--- src/rtl/bg_noise_subtractor.sv ---
// bg_noise_subtractor
//   Loads a per-lane accumulated background-noise sum and turns it into a
//   rounded per-period average. Each incoming period vector has that average
//   subtracted lane by lane. The unsaturated difference drives a threshold
//   detector, and the output is the difference saturated back to DATA_W bits.
//
//   state | meaning
//   IDLE  | no noise average loaded since reset; period vectors are refused
//   RUN   | average valid; vectors stream through the two-stage pipeline
//
// Ports
//   clk, rst              clock, synchronous active-high reset
//   noise_valid/ready     noise sum load handshake (ready = !rst)
//   noise_in              LANES x NOISE_W signed sums, lane i at [NOISE_W*i +: NOISE_W]
//   in_valid/ready        period vector handshake
//   in_data               LANES x DATA_W signed samples
//   out_valid/ready       result handshake
//   out_data              LANES x DATA_W saturated (data - avg)
//   out_hit               per-lane flag, unsaturated diff > THRESH
//   hit_any               out_valid & |out_hit
//   frame_cnt             number of output handshakes, wrapping
module bg_noise_subtractor #(
  parameter int LANES     = 16,
  parameter int DATA_W    = 8,
  parameter int NOISE_W   = 16,
  parameter int AVG_SHIFT = 4,
  parameter int THRESH    = 20
) (
  input  logic                       clk,
  input  logic                       rst,
  input  logic                       noise_valid,
  output logic                       noise_ready,
  input  logic [LANES*NOISE_W-1:0]   noise_in,
  input  logic                       in_valid,
  output logic                       in_ready,
  input  logic [LANES*DATA_W-1:0]    in_data,
  output logic                       out_valid,
  input  logic                       out_ready,
  output logic [LANES*DATA_W-1:0]    out_data,
  output logic [LANES-1:0]           out_hit,
  output logic                       hit_any,
  output logic [15:0]                frame_cnt
);

  localparam int DW = NOISE_W + 1;
  localparam logic signed [DW-1:0]     RND      = DW'(2 ** (AVG_SHIFT - 1));
  localparam logic signed [DW-1:0]     THRESH_X = DW'(THRESH);
  localparam logic signed [DW-1:0]     SAT_MAX  = DW'(2 ** (DATA_W - 1) - 1);
  localparam logic signed [DW-1:0]     SAT_MIN  = DW'(-(2 ** (DATA_W - 1)));
  localparam logic signed [DATA_W-1:0] OUT_MAX  = DATA_W'(2 ** (DATA_W - 1) - 1);
  localparam logic signed [DATA_W-1:0] OUT_MIN  = DATA_W'(-(2 ** (DATA_W - 1)));

  typedef enum logic {IDLE, RUN} state_t;
  state_t state;

  logic signed [NOISE_W-1:0] avg       [LANES];
  logic signed [DW-1:0]      s1_diff   [LANES];
  logic                      s1_v;

  logic signed [DW-1:0]      noise_rnd [LANES];
  logic signed [NOISE_W-1:0] avg_next  [LANES];
  logic signed [DW-1:0]      diff_next [LANES];
  logic signed [DATA_W-1:0]  sat_next  [LANES];
  logic [LANES-1:0]          hit_next;

  logic load;
  logic in_fire;
  logic s2_load;

  assign noise_ready = !rst;
  assign load        = noise_valid & noise_ready;
  // Two slots (S1, output reg); a new vector fits if either slot is free or
  // the output is draining this cycle.
  assign in_ready    = !rst & (state == RUN) & (!s1_v | !out_valid | out_ready);
  assign in_fire     = in_valid & in_ready;
  assign s2_load     = s1_v & (!out_valid | out_ready);
  assign hit_any     = out_valid & (|out_hit);

  always_comb begin
    hit_next = '0;
    for (int i = 0; i < LANES; i++) begin
      // One extra bit so the rounding bias cannot overflow the sum.
      noise_rnd[i] = $signed({noise_in[NOISE_W*i + NOISE_W-1], noise_in[NOISE_W*i +: NOISE_W]}) + RND;
      avg_next[i]  = NOISE_W'(noise_rnd[i] >>> AVG_SHIFT);
      diff_next[i] = $signed({{(DW-DATA_W){in_data[DATA_W*i + DATA_W-1]}}, in_data[DATA_W*i +: DATA_W]})
                   - $signed({avg[i][NOISE_W-1], avg[i]});
      if (s1_diff[i] > SAT_MAX)
        sat_next[i] = OUT_MAX;
      else if (s1_diff[i] < SAT_MIN)
        sat_next[i] = OUT_MIN;
      else
        sat_next[i] = s1_diff[i][DATA_W-1:0];
      hit_next[i] = (s1_diff[i] > THRESH_X);
    end
  end

  always_ff @(posedge clk) begin
    if (rst) begin
      state     <= IDLE;
      s1_v      <= 1'b0;
      out_valid <= 1'b0;
      out_data  <= '0;
      out_hit   <= '0;
      frame_cnt <= '0;
      for (int i = 0; i < LANES; i++) begin
        avg[i]     <= '0;
        s1_diff[i] <= '0;
      end
    end else begin
      case (state)
        IDLE:    if (load) state <= RUN;
        RUN:     state <= RUN;
        default: state <= IDLE;
      endcase

      // A vector accepted alongside a load sees the old average because
      // diff_next reads avg before this edge updates it.
      if (load) begin
        for (int i = 0; i < LANES; i++) avg[i] <= avg_next[i];
      end

      if (in_fire) begin
        for (int i = 0; i < LANES; i++) s1_diff[i] <= diff_next[i];
      end
      s1_v <= in_fire | (s1_v & !s2_load);

      if (s2_load) begin
        for (int i = 0; i < LANES; i++) out_data[DATA_W*i +: DATA_W] <= sat_next[i];
        out_hit <= hit_next;
      end
      out_valid <= s2_load | (out_valid & !out_ready);

      if (out_valid & out_ready) frame_cnt <= frame_cnt + 16'd1;
    end
  end

endmodule
--- config.mk ---
export PLATFORM = sky130hd
export DESIGN_NAME = bg_noise_subtractor
export DESIGN_NICKNAME = d
export VERILOG_FILES = /design/src/rtl/bg_noise_subtractor.sv
export SDC_FILE = /design/constraint.sdc
export NUM_CORES = 1
export LEC_CHECK = 0
export ABC_AREA = 1
export BUFFER_PORTS_ARGS = -buffer_cell sky130_fd_sc_hd__buf_4
export CORE_MARGIN = 3
export CORE_UTILIZATION = 40
export DETAILED_ROUTE_END_ITERATION = 7
export PLACE_DENSITY = 0.67
export REMOVE_ABC_BUFFERS = 1
export SLEW_MARGIN = 20
export SYNTH_ARGS = -nofsm -noshare
export SYNTH_HDL_FRONTEND = slang
export SYNTH_SLANG_ARGS = --single-unit
--- constraint.sdc ---
create_clock -name clk -period 8.6 [get_ports clk]
set_input_delay 0.86 -clock clk [delete_from_list [all_inputs] [get_ports clk]]
set_output_delay 0.86 -clock clk [all_outputs]
set_load 0.005 [all_outputs]
==> run_results.csv, run 1 <==
group,metric,value,unit
status,status,"complete, no violations",
global_routing,grt_pass1_vias,33811,
floorplan,dieArea,0.106,mm2
global_routing,antenna_found_initial,16,
final_layout,seqCellArea,0.0177,mm2
clocking,path_clk_slew,0.06,ns
pwr,power.leakage,23.1,nW
worst_hold_path,min_path_type,"flop to flop",
setup_path,cp_data_arrival_time,2.88,ns
global_routing,track_usage,20.8,%
final_layout,fin_nets,6686,
floorplan,die_y,325,um
clocking,ctsHoldBuffers,0,
final_layout,syn_to_final_growth,19.1,%
clocking,cts.sinks,643,
timing,setup_tns,0,ns
final_layout,layout.cells.non_filler,7488,
timing,finalCriticalPeriod,3.74,ns
timing,fmax,267,MHz
synthesis,yosys_warnings,0,
clocking,cts_resized,0,
placed_design,gp_congestion,0.910,
final_layout,fill_cells,9929,
timing,finClkSkew,0.0206,ns
synthesis,synth_top_family_by_area,"simple AND/OR/NAND/NOR gates",
pwr,power,8.69,mW
setup_path,crit_path_max_fanout,132,
pwr,pwr-share-clk,37.5,%
pwr,power.internal,6.18,mW
route,wl,113,mm
timing,rsz0062_at_grt,"false",
synthesis,synthXorXnorAreaFrac,0.817,%
route,antenna_left,0,
synthesis,synth-simple-area-share,28.4,%
synthesis,synth_area,0.0407,mm2
timing,relSlewSlack,24.9,%
pwr,pwr_density_cell,179,mW/mm2
final_layout,drive_gt1_share,10.8,%
final_layout,final_core_util,48.2,%
synthesis,muxShareOfSynthArea,0,%
setup_path,critPathTopFamily,"buffers and inverters",
floorplan,die_w,325,um
floorplan,row_count,116,
setup_path,endpoint_kind,"primary output",
clocking,h-tree-depth,3,
final_layout,multi_input_area,0.0193,mm2
placed_design,portBuffers,504,
floorplan,pin_count,553,
setup_path,worstSetupStartpointType,"input pin",
clocking,cts_setup_buffers,0,
pwr,sw_frac_of_total,28.9,%
final_layout,final_cell_mix,"1422 x nand2_1, 879 x inv_1, 863 x nor2_1",
clocking,clockBufferDepth,3,
synthesis,seq_area_frac_synth,43.4,%
synthesis,syn_inst,5553,
route,routed_via_density,4.90,
timing,setup_viol,0,
clocking,cts_buffers,75,
synthesis,syn-mean-instance-area,7.34,um2
timing,worst_pin_slew,1.12,ns
setup_path,crit_required,7.74,ns
final_layout,final_common_cell,"nand2_1",
global_routing,grt_pass1_wl,177,mm
synthesis,synth_compound_area_share,10.5,%
timing,hold_ws,0.468,ns
route,drc_errors,0,
pwr,ir_drop,0.000116,V
global_routing,overflow,0,
clocking,root_buffer,"clkbuf_16",
floorplan,core_area,0.101,mm2
route,drtIter0Drc,2334,
pwr,pwr-share-seq,42.6,%
clocking,clock_latency,0.64,ns
timing,drv_slew,0,
floorplan,initial_core_util,40.5,%
timing,finalHoldViolCount,0,
setup_path,cpMostUsedCell,"buf_4",
synthesis,synth-seq-cells,643,
job,maxCapViolations,0,
synthesis,yosysUniqueCellTypes,35,
pwr,p_sw,2.51,mW
global_routing,grt_max_degree,144,
setup_path,critPathMaxStageDelay,0.90,ns
synthesis,synth_fa_ha_area_share,7.70,%
route,detail_route.wl_per_cell,15.1,um
timing,period_share,43.5,%
setup_path,path_class,"input pin to primary output",
placed_design,hpwl,86.9,mm
placed_design,dpl.cell_count,7336,
setup_path,cpMaxStageDelayCell,"buf_4",
setup_path,crit_chain,"buf_4 > inv_8 > buf_4 > buf_4",
pwr,pwr-share-comb,20.0,%
setup_path,critical_path_buf_inv_count,4,
route,vias,36668,
route,drt-pass1-iter-count,5,
clocking,cts_tree,"yes",
## metal layers
layer | share of wire [%] | track usage, % | vias up
met5 | 0.064 | 0 | -
met1 | 43 | 25.7 | 16515
met4 | 2.5 | 5.84 | 12
li1 | - | - | 19045
met3 | 8.2 | 6.02 | 182
met2 | 46 | 35.3 | 914
## Yosys cell counts
master | count | area, um2
buf_6 | 6 | 67.6
buf_1 | 3 | 11.3
or2_2 | 17 | 106
nor2_1 | 863 | 3240
buf_2 | 27 | 135
nand3_1 | 342 | 1710
a21oi_1 | 447 | 2240
inv_2 | 2 | 7.51
o21ai_0 | 274 | 1370
fa_1 | 16 | 320
a21boi_0 | 27 | 203
nor3_4 | 1 | 16.3
xor2_1 | 33 | 289
clkbuf_1 | 55 | 206
and2_1 | 13 | 81.3
o21a_1 | 22 | 165
nor4_1 | 5 | 31.3
a31oi_1 | 2 | 12.5
and3_1 | 2 | 12.5
xnor2_1 | 5 | 43.8
nor2_4 | 1 | 11.3
o21bai_1 | 7 | 52.6
inv_1 | 881 | 3310
nand4_1 | 63 | 394
nor2_2 | 4 | 25.0
dfxtp_1 | 163 | 3260
a21o_1 | 23 | 173
nand2_2 | 3 | 18.8
nand2_1 | 1424 | 5350
nand3b_1 | 12 | 90.1
ha_1 | 225 | 2820
nor3b_1 | 13 | 97.6
o21ai_1 | 15 | 75.1
edfxtp_1 | 480 | 14400
nor3_1 | 77 | 385
## flip-flops by register name (all words and copies together), names as in the netlist
register and cells:
out_hit 16, s1_diff 272, out_valid 1, out_data 128, state 1, s1_v 1, frame_cnt 16, avg 208
## final cells by class
cell class,count,area share [%]
Multi-Input combinational cell,3936,39.9
Sequential cell,643,36.4
Timing Repair Buffer,517,8.04
Inverter,883,6.86
Clock buffer,114,4.60
Tap cell,1357,3.50
Clock inverter,26,0.599
Antenna cell,12,0.0619
## tightest hold or removal path: stages, from the launching register on
cell	delay [ns]
dfxtp_1	0.31
nand2_1	0.06
a21oi_1	0.05
## power groups by stage
stage | Clock [mW] | Sequential (mW) | Combinational [mW]
CTS | 3.33 | 3.70 | 1.73
global route | 3.46 | 3.72 | 2.00
finish | 3.26 | 3.70 | 1.73
detailed placement | 0 | 3.76 | 1.72
floorplan | 0 | 3.76 | 1.18
global placement | 0 | 3.76 | 1.70
## cells by family after synthesis
group | Yosys count
adders and majority gates | 241
DFF | 643
AOI/OAI and AO/OA | 817
xor gates and xnor gates | 38
and+or+nand+nor | 2840
buffers and inverters | 974
## final timing paths
check	startpoint	end	slack (ns)	depth (start not counted)
hold / removal	out_data[111]	out_data[111]	0.47	2
setup reg to reg	out_valid	s1_diff[0][29]	5.07	7
hold reg to reg	out_data[111]	out_data[111]	0.47	2
setup / recovery	rst	noise_ready	4.86	4
## stage by stage
stage	worst slack, ns	instance area [um2]
2_1_floorplan	-3.54	40300
3_3_place_gp	4.47	45900
3_5_place_dp	4.44	45900
4_1_cts	4.83	48500
5_1_grt	4.70	48500
6_report	4.86	48500
Power figures use the tool's default switching activity.
==> run 2: changes to the inputs <==
--- a/config.mk
+++ b/config.mk
@@ -10,7 +10,7 @@
 export CORE_MARGIN = 3
 export CORE_UTILIZATION = 40
 export DETAILED_ROUTE_END_ITERATION = 7
-export PLACE_DENSITY = 0.67
+export PLACE_DENSITY = 0.65
 export REMOVE_ABC_BUFFERS = 1
 export SLEW_MARGIN = 20
 export SYNTH_ARGS = -nofsm -noshare
==> constraint.sdc (replaced) <==
create_clock -name clk -period 3.8 [get_ports clk]
set_input_delay 0.38 -clock clk [delete_from_list [all_inputs] [get_ports clk]]
set_output_delay 0.38 -clock clk [all_outputs]
set_load 0.005 [all_outputs]
==> run 2 against run 1 <==
Net effect:
- cell area increased by 0.68%
- core utilization increased by 0.33 points
- worst setup slack got worse by 4.0 ns
- critical path type is now flop to primary output
==> run_results.csv, run 2 (same netlist as run 1, synthesis figures left out) <==
group,metric,value,unit
worst_hold_path,min_path_type,"input pin to flop",
setup_path,crit_path_max_fanout,3,
clocking,root_buffer,"clkbuf_16",
clocking,ctsHoldBuffers,3,
route,drt-pass1-iter-count,6,
clocking,cts_resized,0,
setup_path,r2r_start,"out_valid",
pwr,power.leakage,23.3,nW
setup_path,crit_required,3.42,ns
route,drtIter0Drc,2323,
placed_design,placed_area,0.0461,mm2
floorplan,initial_core_util,40.5,%
route,vias,36612,
clocking,cts_setup_buffers,0,
timing,setup_viol,0,
floorplan,pin_count,553,
final_layout,final_cell_mix,"1422 x nand2_1, 879 x inv_1, 863 x nor2_1",
final_layout,drive_gt1_share,11.1,%
global_routing,grt_pass1_vias,34301,
final_layout,top_regs,"s1_diff x272, avg x208, out_data x128",
setup_path,path_class,"flop to primary output",
worst_hold_path,hold_start,"noise_in[71]",
floorplan,core_area,0.101,mm2
clocking,cts_tree,"yes",
timing,fin_ws,0.853,ns
route,detail_route.wl_per_cell,15.2,um
clocking,cts_buffers,76,
pwr,pwr-share-clk,38.3,%
pwr,pwr-share-comb,19.8,%
pwr,pwr_density_cell,409,mW/mm2
placed_design,hpwl,88.5,mm
timing,worst_pin_slew,1.06,ns
pwr,pwr-share-seq,41.8,%
final_layout,fill_cells,9963,
setup_path,r2r_cells,8,
placed_design,portBuffers,504,
final_layout,final_common_cell,"nand2_1",
pwr,power.internal,14.3,mW
floorplan,dieArea,0.106,mm2
final_layout,syn_to_final_growth,19.9,%
pwr,sw_frac_of_total,28.5,%
timing,finalHoldViolCount,0,
setup_path,endpoint_kind,"primary output",
clocking,clockBufferDepth,3,
worst_hold_path,holdPathEnd,"avg[0][67]",
status,status,"complete, no violations",
job,maxCapViolations,0,
timing,finClkSkew,0.0333,ns
placed_design,dp_slack,0.905,ns
timing,drv_slew,0,
floorplan,row_count,116,
global_routing,antenna_found_initial,12,
pwr,p_sw,5.70,mW
timing,rsz0062_at_grt,"false",
clocking,cts.sinks,643,
timing,finalCriticalPeriod,2.95,ns
timing,relSlewSlack,28.7,%
worst_hold_path,hold_path_depth,2,
global_routing,grt_pass1_wl,180,mm
timing,period_share,77.6,%
timing,fmax,339,MHz
floorplan,die_y,325,um
final_layout,finalInstanceArea,0.0488,mm2
final_layout,fin_nets,6703,
setup_path,worst_r2r_endpoint,"s1_diff[0][132]",
route,antenna_left,0,
clocking,h-tree-depth,3,
route,routed_via_density,4.88,
clocking,clock_latency,0.65,ns
floorplan,die_w,325,um
setup_path,worstSetupStartpointType,"flop",
final_layout,largest_register_ffs,272,
clocking,path_clk_slew,0.06,ns
pwr,ir_drop,0.000253,V
global_routing,grt_max_degree,93,
placed_design,gp_congestion,0.912,
global_routing,overflow,0,
route,drc_errors,0,
final_layout,largest_register,"s1_diff",
route,wl,114,mm
setup_path,cp_data_arrival_time,2.57,ns
setup_path,reg2reg_slack,1.16,ns
global_routing,track_usage,21.1,%
run 2: cell types whose count changed in the layout (fill, tap and decap cells not counted), moves of 2 or more:
cell / before / now
clkinv_4: 0 / 2
inv_4: 2 / 0
clkbuf_1: 25 / 23
bufinv_16: 5 / 8
diode_2: 12 / 6
clkinv_1: 3 / 1
buf_12: 1 / 8
clkbuf_8: 8 / 12
dlygate4sd3_1: 0 / 3
buf_4: 515 / 522
clkinvlp_4: 1 / 3
run 2: power groups by stage:
stage          Clock, mW  Sequential (mW)  Combinational (mW)
6_report            7.66             8.36                3.96
5_1_grt             8.15             8.42                4.58
4_1_cts             7.89             8.37                3.97
3_5_place_dp           0             8.51                3.94
3_3_place_gp           0             8.50                3.90
2_1_floorplan          0             8.51                2.68
run 2: how the worst max path moves through the flow:
stage	from	end	depth (start not counted)	slack, ns
2_1_floorplan	rst	s1_diff[0][0]	2	-7.86
3_3_place_gp	rst	s1_diff[1][112]	5	0.95
3_5_place_dp	out_ready	s1_diff[0][132]	10	0.90
4_1_cts	out_hit[12]	hit_any	4	0.79
5_1_grt	out_hit[12]	hit_any	4	0.71
6_report	out_hit[15]	hit_any	4	0.85
run 2: metal layers:
layer	track usage (%)	vias up	wire, um
li1	-	19028	-
met1	26.7	16557	50000
met3	4.92	159	8090
met4	5.81	12	2520
met5	0	-	65
met2	36.2	856	53300
run 2: metrics by stage:
stage          power (mW)  hold WS (ns)  instances  util [%]  TNS [ns]
2_1_floorplan        11.2         0.449       5462         -  -3407.47
3_3_place_gp         12.4         0.455       7349      45.9         0
3_5_place_dp         12.5         0.463       7349      45.9         0
4_1_cts              20.2       0.00462       7494      48.5         0
5_1_grt              21.1        0.0394       7496      48.5         0
6_report             20.0        0.0626       7500      48.5         0
run 2: worst max-delay path: stages, from the launching register on:
cell and delay [ns]:
dfxtp_1 0.37, nor4_1 0.92, nand4_1 0.23, and2_1 0.24, buf_4 0.16
run 2: area by class of cell:
type,count,area (um2),share of cell area [%]
Multi-Input combinational cell,3936,19300,39.6
Sequential cell,643,17700,36.2
Timing Repair Buffer,533,4110,8.41
Inverter,883,3330,6.82
Clock buffer,116,2280,4.67
Tap cell,1357,1700,3.48
Clock inverter,26,374,0.766
Antenna cell,6,15.0,0.0307
